===== config.mk =====
export PLATFORM = sky130hd
export DESIGN_NAME = vend_coin_payout
export DESIGN_NICKNAME = d
export VERILOG_FILES = /design/src/rtl/vend_pkg.sv /design/src/rtl/vend_coin_select.sv /design/src/rtl/vend_coin_payout.sv
export SDC_FILE = /design/constraint.sdc
export NUM_CORES = 1
export LEC_CHECK = 0
export BUFFER_PORTS_ARGS = -buffer_cell sky130_fd_sc_hd__buf_2
export CAP_MARGIN = 10
export CORE_MARGIN = 5
export CORE_UTILIZATION = 40
export CTS_CLUSTER_DIAMETER = 200
export DETAILED_ROUTE_END_ITERATION = 12
export SLEW_MARGIN = 20
export SYNTH_ARGS = -nofsm -noshare
export SYNTH_HDL_FRONTEND = slang
export SYNTH_SLANG_ARGS = --single-unit

===== constraint.sdc =====
create_clock -name clk -period 2.3 [get_ports clk]
set_clock_uncertainty 0.1 [all_clocks]
set_input_delay 0.23 -clock clk [delete_from_list [all_inputs] [get_ports clk]]
set_output_delay 0.23 -clock clk [all_outputs]
set_load 0.005 [all_outputs]

===== src/rtl/vend_pkg.sv =====
// Shared definitions for the vending machine payout path:
// payout FSM state encoding, coin values and a coin value helper.
package vend_pkg;

    localparam logic [1:0] IDLE   = 2'd0;
    localparam logic [1:0] ISSUE  = 2'd1;
    localparam logic [1:0] SETTLE = 2'd2;
    localparam logic [1:0] DONE   = 2'd3;

    localparam int VAL_W = 2;

    localparam logic [VAL_W-1:0] COIN1_VAL = 2'd1;
    localparam logic [VAL_W-1:0] COIN2_VAL = 2'd2;

    function automatic logic [VAL_W-1:0] coin_value(input logic sel);
        return sel ? COIN2_VAL : COIN1_VAL;
    endfunction

endpackage


===== src/rtl/vend_coin_select.sv =====
// Combinational coin chooser: picks a 2-unit coin when at least 2 units
// remain and the 2-coin tube is not empty, otherwise a 1-unit coin.
// Ports: remain (credit left), coin2_empty (tube empty) ->
//        sel (1 = 2-unit coin), value (units of the chosen coin).
module vend_coin_select
    import vend_pkg::*;
#(
    parameter int CREDIT_W = 4
) (
    input  logic [CREDIT_W-1:0] remain,
    input  logic                coin2_empty,
    output logic                sel,
    output logic [VAL_W-1:0]    value
);

    assign sel   = (remain >= CREDIT_W'(2)) && !coin2_empty;
    assign value = coin_value(sel);

endmodule


===== src/rtl/vend_coin_payout.sv =====
// Change payout controller: pays a requested amount out one coin at a time
// to the hopper over a valid/ack handshake, preferring 2-unit coins.
// Ports: clk, rstn (async active-low), req/amount (change request),
//        coin2_empty, hopper_ack (hopper side), busy, coin_vld, coin_sel,
//        done (1-cycle completion pulse), total (lifetime units paid).
// Optional feature: define PAYOUT_TOTAL_EN to add the saturating total
// register, the total port and the TOTAL_W parameter.
module vend_coin_payout
    import vend_pkg::*;
#(
    parameter int CREDIT_W = 4
`ifdef PAYOUT_TOTAL_EN
    ,
    parameter int TOTAL_W  = 8
`endif
) (
    input  logic                clk,
    input  logic                rstn,
    input  logic                req,
    input  logic [CREDIT_W-1:0] amount,
    input  logic                coin2_empty,
    input  logic                hopper_ack,
    output logic                busy,
    output logic                coin_vld,
    output logic                coin_sel,
    output logic                done
`ifdef PAYOUT_TOTAL_EN
    ,
    output logic [TOTAL_W-1:0]  total
`endif
);

    logic [1:0]          state;
    logic [CREDIT_W-1:0] remain;
    logic [VAL_W-1:0]    coin_val;

    logic [CREDIT_W-1:0] sel_src;
    logic [CREDIT_W-1:0] remain_nxt;
    logic                nxt_sel;
    logic [VAL_W-1:0]    nxt_val;

    // From IDLE the remain register is loaded on the same edge that
    // enters ISSUE, so the coin choice must look at amount directly.
    assign sel_src    = (state == IDLE) ? amount : remain;
    assign remain_nxt = remain - CREDIT_W'(coin_val);

    vend_coin_select #(
        .CREDIT_W (CREDIT_W)
    ) u_sel (
        .remain      (sel_src),
        .coin2_empty (coin2_empty),
        .sel         (nxt_sel),
        .value       (nxt_val)
    );

    always_ff @(posedge clk or negedge rstn) begin
        if (!rstn) begin
            state    <= IDLE;
            remain   <= '0;
            coin_sel <= 1'b0;
            coin_val <= COIN1_VAL;
        end else begin
            unique case (state)
                IDLE: begin
                    if (req) begin
                        remain <= amount;
                        if (amount == '0) begin
                            state <= DONE;
                        end else begin
                            state    <= ISSUE;
                            coin_sel <= nxt_sel;
                            coin_val <= nxt_val;
                        end
                    end
                end
                ISSUE: begin
                    if (hopper_ack) begin
                        remain <= remain_nxt;
                        state  <= (remain_nxt == '0) ? DONE : SETTLE;
                    end
                end
                SETTLE: begin
                    state    <= ISSUE;
                    coin_sel <= nxt_sel;
                    coin_val <= nxt_val;
                end
                DONE: begin
                    state <= IDLE;
                end
                default: begin
                    state <= IDLE;
                end
            endcase
        end
    end

    assign busy     = (state != IDLE);
    assign coin_vld = (state == ISSUE);
    assign done     = (state == DONE);

`ifdef PAYOUT_TOTAL_EN
    localparam int SUM_W = TOTAL_W + 1;

    logic [SUM_W-1:0] sum;

    // One extra bit catches the carry so the total can clamp at all-ones.
    assign sum = {1'b0, total} + SUM_W'(coin_val);

    always_ff @(posedge clk or negedge rstn) begin
        if (!rstn) begin
            total <= '0;
        end else if (state == ISSUE && hopper_ack) begin
            total <= sum[TOTAL_W] ? '1 : sum[TOTAL_W-1:0];
        end
    end
`endif

endmodule


# ---- After elaboration in Yosys (flattened, before gate mapping)
# Index checks and enable logic that the tools add are counted.
dict set report totals {
  output_inout_bits 4
  register_bits 9
  inputBits 9
}
dict set report classes {
  n_eq_ne 6
  n_lt_le_gt_ge 1
  n_reduce_logical 11
  add_sub_neg 1
  n_mux 16
}
# cell n
set op_table {}
lappend op_table {{2-bit two-way mux} 6}
lappend op_table {{4-bit two-way mux} 3}
lappend op_table {{4-bit logical NOT} 2}
lappend op_table {{2-bit one-hot mux with 4 select lines} 1}
lappend op_table {{4-bit one-hot mux with 2 select lines} 1}
lappend op_table {{2-bit inequality test (second input constant)} 3}
lappend op_table {{3-bit AND reduction} 2}
lappend op_table {{2-bit nonzero test} 3}
lappend op_table {{2-bit == test (second input constant)} 2}
lappend op_table {{4-bit by 2-bit greater-or-equal comparator with 1-bit output (second input constant)} 1}
lappend op_table {{2-bit one-hot mux with 2 select lines} 1}
lappend op_table {{4-bit by 2-bit subtractor with 4-bit output} 1}
lappend op_table {{1-bit two-way mux} 3}
lappend op_table {{2-bit by 1-bit == test with 1-bit output (second input constant)} 1}
lappend op_table {{2-bit logical NOT} 1}
lappend op_table {{1-bit one-hot mux with 2 select lines} 1}
lappend op_table {{2-bit AND reduction} 1}
lappend op_table {{1-bit logical AND} 1}
lappend op_table {{1-bit logical NOT} 1}

# ---- Logic depth before layout (Yosys ltp)
# Gate-level depths: netlist of run 1.
dict set report depth {
  ltp_word 8
  ltp_mapped 6
  depth_no_buf 6
}

# ---- Hierarchy
# From an unflattened synthesis of run 1, not the netlist that was laid out.
dict set report unflattened {
  hier_cells 64
  hier_area_um2 615.6
}
# module n_inst area_each_um2 seq_area_each_um2 cells_each
set by_module_without_submodules {}
lappend by_module_without_submodules {vend_coin_payout 1 588.1 226.5 60}
lappend by_module_without_submodules {vend_coin_select 1 27.5 0.0 4}

# ---- Worst setup path before layout of run 1
# No wires, ideal clock.
dict set report synth_timing {
  path_type {reg2reg}
  startpoint {reg coin_val[0]}
  endpoint {reg remain[3]}
  stages_incl_launch_ff 6
  setup_slack_ns 0.696
  t_arrival_ns 1.383
  setup_time_ns 0.121
  cell_sequence {dfstp_2 ha_1 inv_1 a211oi_1 o21ai_1 a22o_1}
}
dict set report synth_between {
  elab_chain_len 3
}
# item line_no
set synth_lines {}
lappend synth_lines {{start, declared} vend_coin_payout.sv:35} ;# logic [VAL_W-1:0] coin_val;
lappend synth_lines {{start signal, assigned} vend_coin_payout.sv:72} ;# coin_val <= nxt_val;
lappend synth_lines {{start signal, assigned} vend_coin_payout.sv:85} ;# coin_val <= nxt_val;
lappend synth_lines {{4-bit by 2-bit subtractor with 4-bit output} vend_coin_payout.sv:45} ;# assign remain_nxt = remain - CREDIT_W'(coin_val);
lappend synth_lines {{4-bit two-way mux} vend_coin_payout.sv:77} ;# if (hopper_ack) begin
lappend synth_lines {{4-bit one-hot mux with 2 select lines} vend_coin_payout.sv:63} ;# unique case (state)
lappend synth_lines {{end signal, assigned} vend_coin_payout.sv:66} ;# remain <= amount;
lappend synth_lines {{end signal, assigned} vend_coin_payout.sv:78} ;# remain <= remain_nxt;
lappend synth_lines {{end, declared} vend_coin_payout.sv:34} ;# logic [CREDIT_W-1:0] remain;
# Every way passes these cells. The select of a mux whose other input is x is not followed.
# A chain may end at the register's enable or synchronous reset.

# ---- Worst setup path in the final report of run 1
# Same ends and word-level chain as after synthesis.

==> results of run 1 <==
[power by group through the flow]
| stage | Sequential (µW) | Clock (µW) | Combinational (µW) |
|---|---|---|---|
| after floorplan | 283 | 0 | 361 |
| after global placement | 301 | 0 | 465 |
| after detailed placement | 303 | 0 | 465 |
| after CTS | 300 | 123 | 468 |
| after global routing | 312 | 135 | 519 |
| final | 298 | 119 | 457 |
[layer usage]
layer  up-vias  share of wire (%)  wire length, µm  GRT usage [%]
met4         0                3.5               40           10.2
met5         -                  0                0              0
li1        234                  -                -              -
met2        13                 46              524           19.8
met1       214                 43              497           15.4
met3         5                7.2               83           3.91
[logic make-up after synthesis]
logic type | count (synthesis)
xor+xnor | 2
fa+ha+maj | 3
buf+inv | 6
flops | 8
simple gates | 14
compound gates | 21
[stage by stage]
step / worst slack (ps) / area, µm²
3_3_place_gp: 603 / 609
6_report: 574 / 646
2_1_floorplan: 696 / 531
3_5_place_dp: 548 / 609
4_1_cts: 551 / 646
5_1_grt: 444 / 646
[final cells by class]
| class | count | share of cell area, % |
|---|---|---|
| Multi-Input combinational cell | 40 | 47.5 |
| Sequential cell | 8 | 31.2 |
| Timing Repair Buffer | 13 | 10.9 |
| Clock buffer | 4 | 4.07 |
| Inverter | 6 | 3.49 |
| Tap cell | 15 | 2.91 |
[synthesized netlist by cell type (2+ instances only)]
cell | count | share of area (%)
nor2_1 | 3 | 2.1
o21ai_0 | 3 | 2.8
inv_1 | 5 | 3.5
dfrtp_1 | 7 | 33
ha_1 | 2 | 4.7
a21oi_1 | 5 | 4.7
a22o_1 | 2 | 3.3
[flip-flops by register name (all words and copies together) (netlist names)]
name and count:
remain 4, state 2, coin_sel 1, coin_val 1
[final timing paths]
kind | startpoint | to | slack (ps) | cells after the start
worst max-delay path | coin_val[0]$_DFFE_PN1P_ | remain[3]$_DFFE_PN0P_ | 570 | 5
worst min-delay path | hopper_ack | state[0]$_DFFE_PN0P_ | 150 | 2
worst max register to register | coin_val[0]$_DFFE_PN1P_ | remain[3]$_DFFE_PN0P_ | 570 | 5
worst min register to register | remain[0]$_DFFE_PN0P_ | remain[0]$_DFFE_PN0P_ | 440 | 2
max in group asynchronous | rstn | coin_val[0]$_DFFE_PN1P_ | 1620 | 2
min in group asynchronous | rstn | state[0]$_DFFE_PN0P_ | 230 | 2
==> impl_results.md, run 1 <==
* # clock sinks at 8
* Maxcap violations at 0
* Final Hold Viols at 0
* Core area at 1280 µm²
* Cell internal pwr at 507 µW
* Avg Vias per Cell at 5.42
* Routed Antenna Nets at 0
* Die Ht at 46.4 µm
* CP cell instances: ha_1, inv_1, a211oi_1, o21ai_1, a22o_1
* Largest family of logic cells by synthesized area: compound AO/OA/AOI/OAI gates
* GP Congestion at between 0.7 and 0.8
* Setup TNS Final at 0 ps
* Fmax at 579 MHz
* Initial Utilization at 41.3%
* Post-cts resize count at 0
* Yosys reg bits at 8
* Slowest Stage Delay on Critical Path at 530 ps
* Layout cells sized above 1 at 33.8%
* Post-synthesis mux area share at 0%
* Setup crit start kind: register
* CTS tree: yes
* Routed vias at 466
* Synthesized instance count at 54
* Rows at 13
* Mapped cell area at 531 µm²
* Pin count of the biggest net entering global routing at 10
* Num ports at 13
* Final Max Tran Viols at 0
* Status: completed
* Slew of the pin with the lowest slew margin at ~450 ps
* Final worst-path cycle share at 75.0%
* Sw Share at 41.9%
* RSZ-0062 raised after global routing: false
* Compound-Gate Fraction of Synth Area at between 20% and 30%
* Post-Synth Simple-Gate Area at 17.7%
* Finished Core Util at 50.2%
* DRC viols at 0
* Root Buffer: clkbuf_4
* CP Data Required Time at approximately 2400 ps
* Worst Setup Path Type: reg -> reg
* Total power at about 900 µW
* Syn nets at between 60 and 70
* Most frequent cells in the layout: buf_2, dfrtp_1, inv_1, a21oi_1
* P&R area growth vs syn at 21.7%
* Crit-path max FO at 3
* Detail Placement HPWL at around 950 µm
* CP max-delay cell: dfstp_2
* Sequential area share after synthesis at between 30 and 40%
* CP Buf/Inv Count at 1
* Die area at 2150 µm²
* Peak VDD IR at ~0.66 mV
* Number of synthesized flops with an enable pin at 0
* DRT iter0 DRCs at 3
* YS warnings at 0
* Vias in the first global route at 421
* Critical Path AT at 1780 ps
* WHS at 154 ps
* Synth Area in XOR/XNOR at 3.30%
* Drt first pass iters at 3
* Worst-path clk slew at around 60 ps
* Most common cell after layout, fill and taps aside: buf_2
* Initial antenna violation count at 0
* Fin nets at between 80 and 90
* Antenna cells at 0
* Total track usage at 13.2%
* Die W at 46.4 µm
* Gr ovfl total at 0
* CP Capture Type: register
* Lkg Pwr at 0.000296 µW
* Final min period at 1730 ps
* Port Buf Inserts at 12
* Placed Cells at a little over 80
* Slew HR at 70.0%
* Wire per inst at 13.3 µm
* FF+latch area at 201 µm²
* Seq pwr share at around a third
* Hold Buf Count CTS at 1
* Switch Pwr at roughly 370 µW
* Clk_lat worst skew at roughly 260 ps
* Synth async-reset ratio at between 90% and 100%
* Global-route wire length before repair at roughly 1900 µm
* TritonCTS buffer count at 3
* FILL cells at 140
* CTS H-tree depth at 1
* PwrDens at 1350 nW/µm²
* Total Wirelength at 1150 µm
* Count of cell types in the netlist at 34
* Post-synthesis adder-cell area fraction at 8.49%
* Logic pwr share at between 50 and 60%
* Final non-filler cell total at 86
* Area of the multi-input gates at 307 µm²
* Syn Area/Cell at 9.82 µm²
* Synth Flop Type: dfrtp_1
* Clock Tree Buf Depth at 2
* Hold Path Class: in -> reg
* Post-CTS setup buffers at 0
* Top Family by Delay on Critical Path: compound AO/OA/AOI/OAI gates
* Final setup fails at 0
* Clock power frac at approximately 14%
Note: power is estimated with default switching activity, not from simulation.
==> run 2: changes to the inputs <==
- PLACE_DENSITY: not set -> 0.65
- clock period: 2.3 -> 1.5 ns (I/O delays scaled with it)
==> run 2 against run 1 <==
The flow now finishes with violations (setup timing). Utilization up 8.7 points. Global-route usage up 1.4 points. Sequential power up 60%. Critical path type unchanged. Worst setup slack worse by 610 ps. First-iteration DRC count up 100%. Critical endpoint is now state[0]$_DFFE_PN0P_. Sequential cell count unchanged. Combinational power up 140%. Largest power group unchanged. Design area up 17%. Register-to-register slack worse by 610 ps. Routed wire length up 22%. Maximum frequency up 12%.
==> impl_results.md, run 2 (synthesized netlist as in run 1, its figures left out) <==
* Depth of the most critical reg-to-reg path at 4
* Worst reg-to-reg setup slack at -40 ps
* Avg Vias per Cell at approximately 5.5
* Clk_lat worst skew at 260 ps
* Clock Tree Buf Depth at 2
* Drt first pass iters at 4
* Antenna cells at 0
* Routed vias at ~520
* Max FFs per register at 4
* Crit-path max FO at 2
* TritonCTS buffer count at 3
* Worst reg2reg path startpoint: coin_val[0]$_DFFE_PN1P_
* Vias in the first global route at 495
* DRC viols at 0
* Num ports at 13
* Gr ovfl total at 0
* Fmax at 649 MHz
* Final setup fails at 2
* Placed Cells at 86
* Initial Utilization at 41.3%
* CP cell instances: ha_4, fa_2, nand4_1, o221ai_1
* Layout cells sized above 1 at a little over half
* Die area at 2150 µm²
* Fin nets at 91
* Total track usage at about 15%
* GP Congestion at 0.761
* Total Wirelength at 1400 µm
* Setup crit start kind: register
* Final worst-path cycle share at 103%
* Root Buffer: clkbuf_4
* Largest registers: remain: 4 flops, state: 2 flops
* Most frequent cells in the layout: buf_2, dfrtp_1, inv_2, buf_4, a21oi_1
* Peak VDD IR at 1.25 mV
* Maxcap violations at 0
* Pin count of the biggest net entering global routing at 10
* Hold path depth at 2
* CP Data Required Time at 1530 ps
* Lkg Pwr at 0.000334 µW
* RSZ-0062 raised after global routing: true
* # clock sinks at 8
* P&R area growth vs syn at 42.7%
* Wire per inst at 15.1 µm
* Detail Placement HPWL at between 1000 and 1500 µm
* Final Hold Viols at 0
* Largest Register: remain
* Hold path startpoint: hopper_ack
* Rows at 13
* Slew of the pin with the lowest slew margin at 434 ps
* Core area at around 1300 µm²
* Final min period at around 1500 ps
* Slew HR at 70.7%
* Worst-path clk slew at approximately 60 ps
* Status: complete, but fails checks
* Post-route cell area at 757 µm²
* CTS H-tree depth at 1
* WHS at 79.2 ps
* Final Max Tran Viols at 0
* Setup WS post-layout at -40.2 ps
* CP max-delay cell: dfstp_2
* Slowest Stage Delay on Critical Path at ~550 ps
* Final non-filler cell total at a little over 90
* CP Capture Type: register
* Setup crit start: coin_val[0]$_DFFE_PN1P_
* CTS tree: yes
* DRT iter0 DRCs at 6
* Most common cell after layout, fill and taps aside: buf_2
* Hold Path Sink: state[0]$_DFFE_PN0P_
* Critical Path AT at 1570 ps
* Port Buf Inserts at 12
* Worst Setup Path Type: reg -> reg
* Die Ht at around 46 µm
* Total power at 1750 µW
* Global-route wire length before repair at 2170 µm
* Die W at between 40 and 50 µm
* FF-to-FF End: state[0]$_DFFE_PN0P_
* FILL cells at between 100 and 150
* PwrDens at 2310 nW/µm²
* Routed Antenna Nets at 0
* Hold Path Class: in -> reg
* Post-place instance area at 667 µm²
* Post-place setup slack at -51.5 ps
* Failing checks: setup timing
* Initial antenna violation count at 0
==> run 2: cell count changes in the layout (fill, tap and decap cells not counted), moves of 2 or more <==
cell | before | now
inv_2 | 1 | 5
inv_1 | 5 | 1
buf_4 | 0 | 5
ha_1 | 2 | 0
buf_6 | 0 | 2
ha_4 | 0 | 2
==> run 2: final cells by class <==
| class | count | area (µm²) | share of cell area, % |
|---|---|---|---|
| clock buffer | 4 | 26.3 | 3.47 |
| inverter | 6 | 22.5 | 2.98 |
| multi-input combinational | 40 | 358 | 47.3 |
| sequential | 8 | 201 | 26.6 |
| tap | 15 | 18.8 | 2.48 |
| timing repair buffer | 20 | 130 | 17.2 |
==> run 2: worst max-delay path by stage <==
stage,slack [ps],cells past startpoint,to
2_1_floorplan,-20,5,remain[3]$_DFFE_PN0P_
3_3_place_gp,-60,6,state[0]$_DFFE_PN0P_
3_5_place_dp,-50,5,remain[3]$_DFFE_PN0P_
4_1_cts,-40,5,state[0]$_DFFE_PN0P_
5_1_grt,-130,6,state[0]$_DFFE_PN0P_
6_report,-40,4,state[0]$_DFFE_PN0P_
==> run 2: critical path, delay by kind of cell (launching register included) <==
family,cells,cell delay [ps]
AOI/OAI and AO/OA,1,110
adders and majority gates,2,580
DFF,1,550
and+or+nand+nor,1,80
==> run 2: power by group <==
part | total (µW) | internal (µW) | switching [µW] | leakage [µW]
clock network | 185 | 102 | 82.6 | 0.0000150
logic | 1090 | 593 | 496 | 0.000224
registers | 477 | 327 | 150 | 0.0000948
total | 1750 | 1020 | 729 | 0.000334
==> run 2: through the flow <==
step | utilization, % | setup TNS [ps]
2_1_floorplan | - | -19.4
3_3_place_gp | 51.9 | -111
3_5_place_dp | 51.9 | -121
4_1_cts | 55.3 | -95.1
5_1_grt | 58.9 | -381
6_report | 58.9 | -69.5
==> run 2: routing by layer <==
layer / share of wire [%] / wire length, µm / global-route usage (%) / vias up
li1: - / - / - / 249
met1: 44 / 618 / 19.0 / 248
met2: 49 / 687 / 22.3 / 15
met3: 5.1 / 71 / 4.69 / 4
met4: 1.7 / 24 / 5.11 / 0
met5: 0 / 0 / 0 / -
==> run 2: repair_timing <==
item,CTS,global route
hold endpoints to repair,8,0
buffers inserted,1,1
setup endpoints to repair,3,6
gates resized for setup,2,9
pin swaps,4,3
hold buffers,1,0
